$ cat config.mk
export PLATFORM = sky130hd
export DESIGN_NAME = captura_operandos_alu
export DESIGN_NICKNAME = d
export VERILOG_FILES = /design/src/rtl/alu_pkg.sv /design/src/rtl/sincronizador_flanco.sv /design/src/rtl/captura_operandos_alu.sv
export SDC_FILE = /design/constraint.sdc
export NUM_CORES = 1
export LEC_CHECK = 0
export BUFFER_PORTS_ARGS = -buffer_cell sky130_fd_sc_hd__buf_2
export CAP_MARGIN = 20
export CORE_MARGIN = 1.5
export CORE_UTILIZATION = 50
export CTS_BUF_LIST = sky130_fd_sc_hd__clkbuf_4 sky130_fd_sc_hd__clkbuf_8 sky130_fd_sc_hd__clkbuf_16
export CTS_CLUSTER_SIZE = 8
export DETAILED_ROUTE_END_ITERATION = 7
export GPL_ROUTABILITY_DRIVEN = 0
export GPL_TIMING_DRIVEN = 0
export PLACE_DENSITY = 0.8
export SYNTH_ARGS = -nofsm -noshare
export SYNTH_HDL_FRONTEND = slang
export SYNTH_HIERARCHICAL = 1
export SYNTH_SLANG_ARGS = --single-unit
$ cat constraint.sdc
create_clock -name clk -period 3.1 [get_ports clk]
set_input_delay 0.31 -clock clk [delete_from_list [all_inputs] [get_ports clk]]
set_output_delay 0.31 -clock clk [all_outputs]
set_load 0.05 [all_outputs]
$ cat src/rtl/alu_pkg.sv
// Shared types for the ALU operand-capture block: FSM state encoding and ALU opcodes.
package alu_pkg;

  typedef enum logic [2:0] {
    EsperaA  = 3'd0,
    EsperaB  = 3'd1,
    EsperaOp = 3'd2,
    Calculo  = 3'd3,
    Mostrar  = 3'd4
  } estado_t;

  localparam logic [2:0] OP_SUMA  = 3'b001;
  localparam logic [2:0] OP_RESTA = 3'b010;
  localparam logic [2:0] OP_AND   = 3'b011;
  localparam logic [2:0] OP_OR    = 3'b100;

  function automatic logic op_valido(input logic [2:0] op);
    return (op == OP_SUMA) || (op == OP_RESTA) || (op == OP_AND) || (op == OP_OR);
  endfunction

endpackage

$ cat src/rtl/sincronizador_flanco.sv
// Two-flop synchronizer plus rising-edge detector: one clk-wide pulse per button press.
module sincronizador_flanco (
  input  logic clk,
  input  logic reset_n,
  input  logic boton,
  output logic pulso
);

  logic sync1_q, sync2_q, prev_q;
  logic inic_q, armado_q;

  // armado only rises once a genuine low sample has been seen, so a button
  // already held at reset release cannot fire until it is released and pressed.
  always_ff @(posedge clk or negedge reset_n) begin
    if (!reset_n) begin
      sync1_q  <= 1'b0;
      sync2_q  <= 1'b0;
      prev_q   <= 1'b0;
      inic_q   <= 1'b0;
      armado_q <= 1'b0;
    end else begin
      sync1_q  <= boton;
      sync2_q  <= sync1_q;
      prev_q   <= sync2_q;
      inic_q   <= 1'b1;
      armado_q <= armado_q | (inic_q & ~sync1_q);
    end
  end

  assign pulso = sync2_q & ~prev_q & armado_q;

endmodule

$ cat src/rtl/captura_operandos_alu.sv
// Sequences operand A, operand B and opcode capture from switches, then latches the ALU result.
module captura_operandos_alu
  import alu_pkg::*;
#(
  parameter int unsigned n_bits = 8
) (
  input  logic              clk,
  input  logic              reset_n,
  input  logic [n_bits-1:0] dato_in,
  input  logic              boton_enter,
  input  logic              boton_cancelar,
  input  logic [n_bits-1:0] resultado_alu,
  output logic [n_bits-1:0] entrada_a,
  output logic [n_bits-1:0] entrada_b,
  output logic [2:0]        operacion,
  output logic [n_bits-1:0] resultado_reg,
  output logic              resultado_valido,
  output logic              error_op,
  output logic [2:0]        estado
);

  logic enter, cancel;

  sincronizador_flanco u_sync_enter (
    .clk     (clk),
    .reset_n (reset_n),
    .boton   (boton_enter),
    .pulso   (enter)
  );

  sincronizador_flanco u_sync_cancelar (
    .clk     (clk),
    .reset_n (reset_n),
    .boton   (boton_cancelar),
    .pulso   (cancel)
  );

  estado_t           state_q, state_d;
  logic [n_bits-1:0] a_q, a_d, b_q, b_d, res_q, res_d;
  logic [2:0]        op_q, op_d;
  logic              val_q, val_d, err_q, err_d;

  always_comb begin
    state_d = state_q;
    a_d     = a_q;
    b_d     = b_q;
    op_d    = op_q;
    res_d   = res_q;
    val_d   = val_q;
    err_d   = 1'b0;
    if (cancel) begin
      // Cancel overrides any enter pulse in the same cycle.
      state_d = EsperaA;
      a_d     = '0;
      b_d     = '0;
      op_d    = '0;
      res_d   = '0;
      val_d   = 1'b0;
    end else begin
      case (state_q)
        EsperaA: if (enter) begin
          a_d     = dato_in;
          state_d = EsperaB;
        end
        EsperaB: if (enter) begin
          b_d     = dato_in;
          state_d = EsperaOp;
        end
        EsperaOp: if (enter) begin
          if (op_valido(dato_in[2:0])) begin
            op_d    = dato_in[2:0];
            state_d = Calculo;
          end else begin
            err_d = 1'b1;
          end
        end
        Calculo: begin
          res_d   = resultado_alu;
          val_d   = 1'b1;
          state_d = Mostrar;
        end
        Mostrar: if (enter) begin
          val_d   = 1'b0;
          state_d = EsperaA;
        end
        default: state_d = EsperaA;
      endcase
    end
  end

  always_ff @(posedge clk or negedge reset_n) begin
    if (!reset_n) begin
      state_q <= EsperaA;
      a_q     <= '0;
      b_q     <= '0;
      op_q    <= '0;
      res_q   <= '0;
      val_q   <= 1'b0;
      err_q   <= 1'b0;
    end else begin
      state_q <= state_d;
      a_q     <= a_d;
      b_q     <= b_d;
      op_q    <= op_d;
      res_q   <= res_d;
      val_q   <= val_d;
      err_q   <= err_d;
    end
  end

  assign entrada_a        = a_q;
  assign entrada_b        = b_q;
  assign operacion        = op_q;
  assign resultado_reg    = res_q;
  assign resultado_valido = val_q;
  assign error_op         = err_q;
  assign estado           = state_q;

endmodule
==> results of run 1 <==
## layout by cell type, fill, tap and decap left out, types with 3 or more instances in the layout
master and count:
sky130_fd_sc_hd__dfrtp_1 42, sky130_fd_sc_hd__buf_2 55, sky130_fd_sc_hd__clkbuf_4 6, sky130_fd_sc_hd__a21oi_1 13, sky130_fd_sc_hd__clkbuf_1 4, sky130_fd_sc_hd__nand2_1 19
sky130_fd_sc_hd__mux2i_1 16, sky130_fd_sc_hd__nor2_1 20, sky130_fd_sc_hd__nand3b_1 3, sky130_fd_sc_hd__inv_1 3
## worst max-delay path, delay by kind of cell (launching register included)
kind | cells | cell delay (ps)
AO/OA/AOI/OAI | 1 | 140
AND/OR/NAND/NOR | 4 | 1320
flip-flops | 1 | 380
## path summary, 6_finish.rpt
| path | from | endpoint | slack (ps) | cells past startpoint |
|---|---|---|---|---|
| max in group asynchronous | reset_n | operacion[0]$_DFFE_PN0P_ | 2480 | 1 |
| hold reg to reg | u_sync_cancelar/sync2_q$_DFF_PN0_ | u_sync_cancelar/prev_q$_DFF_PN0_ | 390 | 0 |
| setup / recovery | u_sync_enter/armado_q$_DFF_PN0_ | entrada_a[4]$_DFFE_PN0P_ | 1210 | 5 |
| min in group asynchronous | reset_n | u_sync_enter/armado_q$_DFF_PN0_ | 70 | 1 |
| hold / removal | boton_cancelar | u_sync_cancelar/sync1_q$_DFF_PN0_ | 60 | 1 |
| setup reg to reg | u_sync_enter/armado_q$_DFF_PN0_ | entrada_a[4]$_DFFE_PN0P_ | 1210 | 5 |
## Yosys cell counts, drive strengths merged (2+ instances only)
master,number
clkbuf,4
or3b,2
a21o,2
o21a,2
nand2,19
conb,2
nor4b,2
or4b,3
nand3b,3
a21oi,13
nor2,20
o21ai,2
dfrtp,42
buf,6
nor3,2
inv,3
mux2i,16
o31ai,2
## metal layers
metal  vias to the layer above  global-route usage, %
li1                        628                      -
met2                        29                   30.1
met3                         6                   6.63
met1                       611                   27.3
met5                         -                      0
met4                         0                   6.38
## area by class of cell
class | instances | area [sq um] | share of cell area (%)
plain buffers | 10 | 53.8 | 2.55
clock inverters | 1 | 5.00 | 0.238
clock buffers | 7 | 58.8 | 2.79
multi-input cells | 97 | 614 | 29.2
flip-flops and latches | 42 | 1050 | 49.9
inverters | 3 | 11.3 | 0.534
well taps | 46 | 57.6 | 2.73
repair buffers | 51 | 255 | 12.1
## per-stage QoR
stage	setup slack, ps	util [%]	instance area, sq um	power [mW]	cells
2_1_floorplan	1340	-	1730	0.968	152
3_5_place_dp	1240	61.2	2040	1.08	249
6_report	1210	63.1	2110	1.35	257
3_3_place_gp	1240	61.2	2040	1.07	249
5_1_grt	946	63.1	2110	1.42	257
4_1_cts	1220	63.1	2110	1.36	257
## kinds of logic (layout without fill, tap and decap cells)
group                  after synthesis  after routing  share of synthesized area [%]
AO/OA/AOI/OAI                       24             24                           8.24
buffers and inverters               13             72                           3.76
AND/OR/NAND/NOR                     55             55                           17.6
multiplexers                        16             16                           9.26
flip-flops                          42             42                           60.7
other                                2              2                          0.434
## power breakdown
group	switching, mW	internal [mW]	total, mW
Combinational	0.313	0.113	0.426
Clock	0.167	0.119	0.286
Sequential	0.0327	0.607	0.640
==> run summary, run 1 <==
The run gives 2390 um as the post-DP HPWL. The area of the core came out at 0.00334 sq mm. The clock transition time at the flip-flop clock pins of the worst setup and hold paths was 120 ps; the number of fill cells was 311. The top fanout value on the critical path was 9. The startpoint-to-endpoint class of the critical path was reg2reg.

TritonCTS created 5 clock buffers. The number of warning messages in the yosys log was 6; the worst-case headroom to the max-slew limit was 41.2%. The maximum vdd drop came out at 355 uV. Once the clock tree was built, the setup fixing pass inserted 0 buffers. The H-tree depth was 2; the maximum root-to-sink buffer count was 2. A synthesized cell averages 11.4 sq um.

The area share of the largest cell type after synthesis works out to 60.7%. Global routing consumed, over all layers together, 19.9% of the routing resources. The number of library cell types mapped by synthesis is 29. For the worst setup path, the data required time is 3390 ps. Sequential cells were found to cover 60.7% of the synthesized design area. 52 I/O pins were placed. Using the TritonRoute via totals, the vias-per-cell ratio works out to 4.96. For the via count of the first global-routing pass, the log shows 1158. TritonCTS built the clock tree. The largest single stage delay on the critical path is 690 ps. On the final layout, the worst hold slack is 62.6 ps.

Relative to the synthesized area, the layout overhead comes to 21.8%. The routed via count came out at 1274. The logs give 42 for the clock sink count and 0 for the final count of hold timing violations. The initial antenna violation count was 0. The final critical path time including I/O delays and setup came out at 1890 ps. The logs give 1510 um for the detailed-route wire length on metal 1 and 0 for the number of antenna-violating nets in the routed design.

The die covers 0.00382 sq mm. The total length of routed met2 wires came out at 1550 um. The first-iteration detailed-routing DRC count is 69.

The tools report the cell row count as 21. The critical path goes through nand2_1 -> nor2_1 -> nor4b_2 -> nand2_1 -> a21oi_1. The arrival time at the worst endpoint is 2180 ps, and the quantity of I/O buffers inserted on ports is 51.

The dominant register cell in the synthesized netlist is sky130_fd_sc_hd__dfrtp_1. The class of the worst hold path is in2reg. Accumulated negative setup slack: 0 ps. The run gives 0 as the leftover overflow at the end of global routing. In this run the horizontal extent of the chip is 61.8 um. The number of maximum-capacitance violations is 0. In this run the vertical extent of the chip is 61.8 um. After clock tree synthesis, the flow added hold-fix buffers numbering 0.

The tools report the number of cells upsized or downsized after cts as 0. Setup violations remaining at the end of the flow were counted as 0. The flow ran to the end, and the final reports show no timing, DRC or antenna violations.

For the pin with the worst max-slew slack, the measured transition is 882 ps. The final layout contains routed wiring with a total length of 3270 um. In this run, synthesis inferred 0 flip-flops with an integrated enable.

In the synthesized netlist the async set-or-reset flop fraction comes to 100%. The highest metal layer carrying signal wires in the routed design is met4. For the cell leakage power, the log shows 1.12 nW. Derived from the worst setup path, the maximum achievable clock frequency is 0.530 GHz. Ranked by total cell area, the synthesized netlist is headed by sky130_fd_sc_hd__dfrtp_1 61%, sky130_fd_sc_hd__mux2i_1 9.3%, sky130_fd_sc_hd__nor2_1 4.3%, sky130_fd_sc_hd__nand2_1 4.1%, sky130_fd_sc_hd__a21oi_1 3.8%. The run gives 0.00173 sq mm as the netlist area before placement.

The global-route wire length before repair is 5400 um. For this configuration, the core starts out at a cell density of 51.9%. The register bit count reported by yosys is 42. Entering global routing, the biggest net connects 43 pins. At the later pin of the worst-skew pair, clock insertion delay measures 350 ps. In the routed design, unresolved DRC markers number 0. The root buffer cell was sky130_fd_sc_hd__clkbuf_4. The launching element type of the critical path was a flip-flop. The final layout contains 230 nets. Dividing total power by cell area gives a power density of 642 mW/mm^2.

Total nets after synthesis: 172. Library cell appearing most often on the critical path: sky130_fd_sc_hd__nand2_1. Setup repair after global routing left no endpoint under its margin.

The critical path capture point type is a flip-flop. Final-report max-slew violation count: 0. Top cell type by total area after synthesis: sky130_fd_sc_hd__dfrtp_1.

The fraction of final layout cells with drive strength greater than 1 is 33.6%. The routed design uses 163 um of met3 wire. The first detailed-routing pass ran for 4 iterations. The worst path uses 60.9% of the clock period. The instance count of the mapped netlist is 152. Across the routed clock network, the largest skew measured is 12.4 ps.

Dividing the detail-routed wire length by the instance count gives 12.7 um. Highest-delay cell along the critical path: sky130_fd_sc_hd__nor4b_2. The number of diodes came out at 0.
No activity file was read; power rests on OpenSTA's default activity.
==> run 2: changes to the inputs <==
--- a/config.mk
+++ b/config.mk
@@ -8,13 +8,13 @@
 export BUFFER_PORTS_ARGS = -buffer_cell sky130_fd_sc_hd__buf_2
 export CAP_MARGIN = 20
 export CORE_MARGIN = 1.5
-export CORE_UTILIZATION = 50
+export CORE_UTILIZATION = 45
 export CTS_BUF_LIST = sky130_fd_sc_hd__clkbuf_4 sky130_fd_sc_hd__clkbuf_8 sky130_fd_sc_hd__clkbuf_16
 export CTS_CLUSTER_SIZE = 8
 export DETAILED_ROUTE_END_ITERATION = 7
 export GPL_ROUTABILITY_DRIVEN = 0
 export GPL_TIMING_DRIVEN = 0
-export PLACE_DENSITY = 0.8
+export PLACE_DENSITY = 0.76
 export SYNTH_ARGS = -nofsm -noshare
 export SYNTH_HDL_FRONTEND = slang
 export SYNTH_HIERARCHICAL = 1
==> constraint.sdc (replaced) <==
create_clock -name clk -period 1.6 [get_ports clk]
set_input_delay 0.16 -clock clk [delete_from_list [all_inputs] [get_ports clk]]
set_output_delay 0.16 -clock clk [all_outputs]
set_load 0.05 [all_outputs]
==> run 2 against run 1 <==
Against the previous run:
- the run now ends with hold timing left
- final cell count is 3.9% higher
- combinational power is 100% higher
- fmax is 23% higher
- via count is 4.2% higher
- sequential share of layout area is 3.2 points lower
- register-to-register slack worse by 1100 ps
- clock skew is 5.9 ps lower
- utilization is 1.9 points lower
- clock power is 140% higher
- first-iteration DRC count is 38% lower
- routed wire length is 8.5% higher
- critical path type unchanged
- largest power group unchanged
==> run summary, run 2 (same netlist as run 1, synthesis figures left out) <==
The flow ran to the end, but the final reports show violations. The checks that failed: hold timing. Global routing used 18.2% of the available tracks across all layers. The final wirelength was 3550 um. The core region is 0.00369 sq mm. The startpoint identified for the worst register-to-register timing path is u_sync_enter/armado_q$_DFF_PN0_.

Before CTS, the worst setup slack after placement is -120 ps. Number of maximum-capacitance violations: 0. Before antenna repair, the detailed router went through 4 iterations. The number of fill cells is 352. Total length of routed met2 wires: 1790 um.

The clock latency reported for the late side of the worst-skew pair was 290 ps. The final-report max-slew violation count is 0, and the maximum root-to-sink buffer count is 2. STA classifies the critical path endpoint as a flip-flop.

The clock sink count came out at 42. 52 I/O pins were placed. Relative to the synthesized area, the layout overhead comes to 30.4%.

In this run the core area contains 22 standard-cell rows. In this run the tool buffered the top-level ports with 51 buffer cells. The top fanout value on the critical path was 5.

Static timing analysis puts the maximum clock frequency at 0.653 GHz. The detailed route wirelength on metal3 is 129 um. The most common cell after layout, fill and taps aside is sky130_fd_sc_hd__buf_2. Launching element type of the critical path: a flip-flop. The worst path uses 95.8% of the clock period. The class of the worst hold path is in2async.

The worst path needs 1530 ps of the cycle, external delays included. For the instance area after placement, the log shows 0.00205 sq mm. TritonCTS built the clock tree. Entering global routing, the biggest net connects 43 pins. The clock transition time at the flip-flop clock pins of the worst setup and hold paths was 90 ps; the die outline area was 0.00423 sq mm. The actual transition at the worst max-transition pin works out to 911 ps. Setup violations remaining at the end of the flow were counted as 0. The tree is rooted in a sky130_fd_sc_hd__clkbuf_8.

The first element of the critical path was u_sync_enter/armado_q$_DFF_PN0_. The post-layout instance area is 0.00226 sq mm. The number of diodes is 0, and the die width is 65.0 um. Floorplan die height: 65.0 um. The fraction of final layout cells with drive strength greater than 1 is 39.3%, and the arrival time at the worst endpoint is 1700 ps. The highest layer touched by signal routing is met4. The logs give 5 for the total clock buffers created by CTS and 1.17 nW for the cell leakage power.

For the via count of the first global-routing pass, the log shows 1279. Dividing total power by cell area gives a power density of 1250 mW/mm^2. The detail route stage leaves a number of antenna-violating nets equal to 0. The number of vias per cell after detailed routing was 4.97; the final setup slack of the worst path was 68.0 ps. The routed via count is 1327. The logs give -10.2 ps for the worst slack on hold paths and 0 for the leftover overflow at the end of global routing. For this run, design rule violations remaining after detail routing come to 0. CTS built an H-tree with a depth of 2. The net count of the finished layout is 238. At the worst endpoint, the required time is 1770 ps. Dividing the detail-routed wire length by the instance count gives 13.3 um. In the final routing, the length of wire on met1 measures 1580 um. The first global-routing pass estimated 5830 um of wire. The run gives 0 as the initial antenna violation count. The tools report the first-iteration detailed-routing DRC count as 43. Headroom to the max-slew limit came out at 39.2%. The startpoint-to-endpoint class of the critical path was reg2reg. VDD sags by at most 643 uV.

Setup repair after global routing could not meet its margin everywhere. Once the floorplan was initialized, standard cells occupied 46.9% of the core. Once detailed placement completed, the half-perimeter wirelength came to 2460 um. The worst reg-to-reg path cell count came out at 7.

The final count of hold timing violations was 14. For the final database, setup skew stands at 6.48 ps. The library cells used most frequently in the layout, excluding fill and tap cells, are 54 x sky130_fd_sc_hd__buf_2, 39 x sky130_fd_sc_hd__dfrtp_1, 19 x sky130_fd_sc_hd__nor2_1.
run 2: changes by cell type in the layout (fill, tap and decap cells not counted), moves of 2 or more:
cell	delta
sky130_fd_sc_hd__clkbuf_1	-2
sky130_fd_sc_hd__buf_6	+2
sky130_fd_sc_hd__dfrtp_1	-3
sky130_fd_sc_hd__dlygate4sd3_1	+2
sky130_fd_sc_hd__clkbuf_4	-6
sky130_fd_sc_hd__clkbuf_8	+4
sky130_fd_sc_hd__dfrtp_2	+3
sky130_fd_sc_hd__buf_4	+6
run 2: layout make-up:
type / count / area, sq um / area share (%)
Buffer: 6 / 33.8 / 1.50
Clock buffer: 5 / 68.8 / 3.05
Clock inverter: 3 / 25.0 / 1.11
Inverter: 3 / 11.3 / 0.499
Multi-Input combinational cell: 98 / 653 / 28.9
Sequential cell: 42 / 1050 / 46.7
Tap cell: 48 / 60.1 / 2.66
Timing Repair Buffer: 62 / 350 / 15.5
run 2: critical path, cell delays in order, from the launching register on:
cell	delay, ps
sky130_fd_sc_hd__dfrtp_1	370
sky130_fd_sc_hd__nand2_2	80
sky130_fd_sc_hd__nor2_4	190
sky130_fd_sc_hd__nand4bb_4	160
sky130_fd_sc_hd__buf_6	150
sky130_fd_sc_hd__buf_4	120
sky130_fd_sc_hd__o31ai_1	250
sky130_fd_sc_hd__a21oi_2	90
run 2: worst paths after layout:
kind / slack (ps) / to
setup reg to reg: 70 / operacion[1]$_DFFE_PN0P_
min in group clk: 100 / entrada_a[6]$_DFFE_PN0P_
hold reg to reg: 380 / u_sync_cancelar/prev_q$_DFF_PN0_
max in group asynchronous: 980 / estado[1]$_DFFE_PN0P_
hold / removal: -10 / u_sync_cancelar/inic_q$_DFF_PN0_
setup / recovery: 70 / operacion[1]$_DFFE_PN0P_
run 2: routing by layer:
| metal | vias to the layer above | global-route usage (%) |
|---|---|---|
| met5 | - | 0 |
| met4 | 0 | 7.03 |
| met3 | 5 | 3.65 |
| met2 | 24 | 30.7 |
| met1 | 654 | 23.1 |
| li1 | 644 | - |
run 2: where the power goes:
part / internal (mW) / switching, mW
clock: 0.315 / 0.385
combinational: 0.253 / 0.617
sequential: 1.18 / 0.0712
total: 1.75 / 1.07
run 2: metrics by stage:
| stage | instances | util, % | total power [mW] | hold WS (ps) | setup TNS, ps |
|---|---|---|---|---|---|
| CTS | 264 | 60.0 | 2.83 | 14.0 | 0 |
| detailed placement | 251 | 55.6 | 2.10 | 273 | -1150 |
| floorplan | 152 | - | 1.88 | -136 | -54.8 |
| finish | 267 | 61.2 | 2.82 | -10.2 | 0 |
| global route | 267 | 61.2 | 2.95 | 73.0 | -20.3 |
| global placement | 251 | 55.6 | 2.09 | 269 | -969 |
run 2: timing repair:
item	CTS	global route
hold buffers	2	0
setup buffers	4	6
endpoints found under the hold margin	2	0
gates cloned	0	1
pin swaps	2	5
endpoints found under the setup margin	17	14
gates resized for setup	4	6
==> run 3: changes to the inputs <==
--- a/config.mk
+++ b/config.mk
@@ -8,13 +8,13 @@
 export BUFFER_PORTS_ARGS = -buffer_cell sky130_fd_sc_hd__buf_2
 export CAP_MARGIN = 20
 export CORE_MARGIN = 1.5
-export CORE_UTILIZATION = 45
+export CORE_UTILIZATION = 50
 export CTS_BUF_LIST = sky130_fd_sc_hd__clkbuf_4 sky130_fd_sc_hd__clkbuf_8 sky130_fd_sc_hd__clkbuf_16
 export CTS_CLUSTER_SIZE = 8
 export DETAILED_ROUTE_END_ITERATION = 7
 export GPL_ROUTABILITY_DRIVEN = 0
 export GPL_TIMING_DRIVEN = 0
-export PLACE_DENSITY = 0.76
+export PLACE_DENSITY = 0.8
 export SYNTH_ARGS = -nofsm -noshare
 export SYNTH_HDL_FRONTEND = slang
 export SYNTH_HIERARCHICAL = 1
==> constraint.sdc (replaced) <==
create_clock -name clk -period 1.5 [get_ports clk]
set_input_delay 0.15 -clock clk [delete_from_list [all_inputs] [get_ports clk]]
set_output_delay 0.15 -clock clk [all_outputs]
set_load 0.05 [all_outputs]
==> run 3 against run 2 <==
Against the previous run:
- the run ends with setup timing left
- utilization is 9.6 points higher
- routed wire length is 0.62% higher
- combinational power is 19% higher
- worst setup slack worse by 110 ps
- flip-flop and latch count stayed put
- global-route usage is 2.1 points higher
- critical path depth is 3 lower
- first-iteration DRC count is 30% higher
- fmax is 0.81% lower
- critical endpoint is now operacion[2]$_DFFE_PN0P_
==> run summary, run 3 (same netlist as run 1, synthesis figures left out) <==
The routed wire length per instance is 13.2 um. Launching element type of the critical path: a flip-flop. STA puts the critical path data required time at 1780 ps.

TritonCTS built the clock tree. Endpoint of the worst hold path: resultado_reg[2]$_DFFE_PN0P_. In this run, flip-flops and latches consume 43.2% of the power. The die covers 0.00382 sq mm.

The total clock buffers created by CTS is 5. Setup repair after global routing could not meet its margin everywhere. In this run the static leakage power is 1.21 nW. In this run the core area contains 21 standard-cell rows. At the later pin of the worst-skew pair, clock insertion delay measures 360 ps. The critical hold path startpoint is resultado_alu[2]. After layout, the worst path uses 103% of the clock period. The die is 61.8 um tall. The pre-antenna-repair detailed-routing pass consisted of 4 iterations.

Detailed placement finished with a half-perimeter wire length of 2240 um. The first-iteration detailed-routing DRC count is 56. Net switching is 36.7% of the power. The maximum root-to-sink buffer count is 2, and the top fanout value on the critical path is 5. The run gives 1820 ps as the arrival time at the worst endpoint.

Leaving out fill and tap cells, the most frequent cells in the layout are 52 x sky130_fd_sc_hd__buf_2, 39 x sky130_fd_sc_hd__dfrtp_1, 18 x sky130_fd_sc_hd__nor2_1. Between clock sinks in the finished design, the worst skew comes to 14.2 ps. The tree is rooted in a sky130_fd_sc_hd__clkbuf_4.

The top-level I/O count came out at 52. The area of the core was 0.00334 sq mm; the actual transition at the worst max-transition pin was 874 ps. IR analysis of the VDD net gives a maximum drop of 665 uV. The count of buffers added on input and output ports is 51. The number of vias per cell after detailed routing is 5.06, and the total chip power is 3.09 mW. The routed via count is 1365. Walking the worst path, the cells encountered are buf_6 -> nand4bb_4 -> or4b_1 -> a31oi_1. For this run, the slowest stage of the critical path takes 500 ps. Power density normalized to cell area: 1310 mW/mm^2. The class of the worst hold path is in2reg.

CTS built an H-tree with a depth of 2. The area growth from synthesis to layout is 36.6%. The run gives 0 as the final count of hold timing violations.

The run finished, with violations left. The number of nets at the end of the flow came out at 243. The tools report the final-report max-slew violation count as 0.

Number of fill cells: 255. For this run the aggregate overflow at the end of global routing stands at 0. The reported net switching power is 1.13 mW, and the number of maximum-capacitance violations is 0. In this run the tightest slew margin relative to its limit is 41.8%. The checks that failed: setup timing. The via count of the first global-routing pass was 1270; the register-to-register path setup slack was -40 ps. Clock-pin slew was measured on the worst setup and hold paths at 120 ps. Cells fill 70.8% of the core in the end. Leaving out fill and tap cells, the most frequent cell in the layout is sky130_fd_sc_hd__buf_2.

The worst path needs 1540 ps of the cycle, external delays included. The logs give 0.00206 sq mm for the instance area after placement and 0 for the DRC violation count after routing. The worst reg-to-reg path cell count is 4.

For the largest net degree at the start of global routing, the log shows 43. The tree built by TritonCTS fans out to 42 sinks. The critical path is of the reg2reg type. Measured along the x axis, the die boundary spans 61.8 um. The first global-routing pass estimated 5530 um of wire. The tools report the final wirelength as 3570 um.

The endpoint identified for the worst register-to-register timing path is operacion[2]$_DFFE_PN0P_. The initial antenna violation count was 0; the count of cells along the worst hold path was 3. Global routing used 20.3% of the available tracks. The run gives -202 ps as the worst-case setup slack after placement. In this run the remaining antenna-violating nets after routing total 0. Setup violations remaining at the end of the flow were counted as 3. The post-route netlist has 49.6% of its cells at a drive strength greater than 1. After routing the design area is 0.00236 sq mm.

Static timing analysis puts the maximum clock frequency at 0.647 GHz. The final setup slack of the worst path is -44.5 ps, and the number of diodes is 0. The critical path capture point type is a flip-flop.

The launch point of the worst reg-to-reg path is estado[0]$_DFFE_PN0P_. For the starting utilization of the core area, the log shows 51.9%. The internal power consumption came out at 1.96 mW.

The slowest stage of the critical path is the sky130_fd_sc_hd__or4b_1 cell. The combinational group share of total power was 33.5%. The clock power share is 23.3%.
-- run 3: cell types whose count changed in the layout (fill, tap and decap cells not counted), moves of 2 or more --
cell / previous run / this run
sky130_fd_sc_hd__buf_2: 54 / 52
sky130_fd_sc_hd__a21oi_1: 12 / 4
sky130_fd_sc_hd__nand2_2: 1 / 9
sky130_fd_sc_hd__clkbuf_8: 5 / 0
sky130_fd_sc_hd__buf_4: 7 / 12
sky130_fd_sc_hd__a21oi_2: 1 / 9
sky130_fd_sc_hd__nand2_1: 18 / 10
sky130_fd_sc_hd__clkbuf_4: 0 / 7
-- run 3: layer usage --
layer | global-route usage [%] | part of all wire (%)
met1 | 26.0 | 43
met2 | 32.5 | 52
met3 | 4.35 | 4.0
met4 | 10.9 | 1.3
met5 | 0 | 0
-- run 3: timing repair --
item                                   in CTS  in global routing
resized for setup                          12                 20
pin swaps                                   8                 15
gates cloned                                0                  0
hold buffers                                3                  0
endpoints found under the hold margin      44                  0
setup buffers                               9                  3
setup endpoints to repair                  20                 27
-- run 3: stage by stage --
step	hold slack (ps)	std cells	setup TNS (ps)
floorplan	-146	152	-472
global placement	257	249	-1780
detailed placement	259	249	-2490
CTS	16.7	269	-352
global route	25.4	270	-761
finish	24.2	270	-63.9
-- run 3: area by class of cell --
cell class	count	area, sq um	share of cell area, %
buffer	8	68.8	2.91
timing repair buffer	66	375	15.9
multi-input combinational	97	713	30.2
inverter	3	11.3	0.476
sequential	42	1050	44.6
clock buffer	6	45.0	1.91
clock inverter	2	37.5	1.59
tap	46	57.6	2.44
-- run 3: worst max-delay path: cells and delay by family, from the launching register on --
family | cells | cell delay, ps
buffers and inverters | 1 | 120
AO/OA/AOI/OAI | 1 | 170
flip-flops | 1 | 430
AND/OR/NAND/NOR | 2 | 740
-- run 3: worst max-delay path by stage --
stage                                          startpoint                  endpoint  slack [ps]  cells after the start
final                               estado[0]$_DFFE_PN0P_  operacion[2]$_DFFE_PN0P_         -40                      4
after detailed placement  u_sync_enter/armado_q$_DFF_PN0_  entrada_a[1]$_DFFE_PN0P_        -200                      5
after floorplan                     estado[2]$_DFFE_PN0P_  operacion[2]$_DFFE_PN0P_         -90                      4
after CTS                 u_sync_enter/armado_q$_DFF_PN0_  entrada_a[7]$_DFFE_PN0P_         -50                      6
after global routing       u_sync_enter/sync2_q$_DFF_PN0_  operacion[2]$_DFFE_PN0P_        -130                      5
after global placement    u_sync_enter/armado_q$_DFF_PN0_  entrada_a[7]$_DFFE_PN0P_        -160                      5
-- run 3: power groups by stage --
stage	Combinational, mW	Sequential (mW)	Clock (mW)
after floorplan	0.264	1.75	0
after global placement	0.883	1.34	0
after detailed placement	0.894	1.35	0
after CTS	0.973	1.33	0.738
after global routing	1.11	1.35	0.789
final	1.03	1.33	0.721
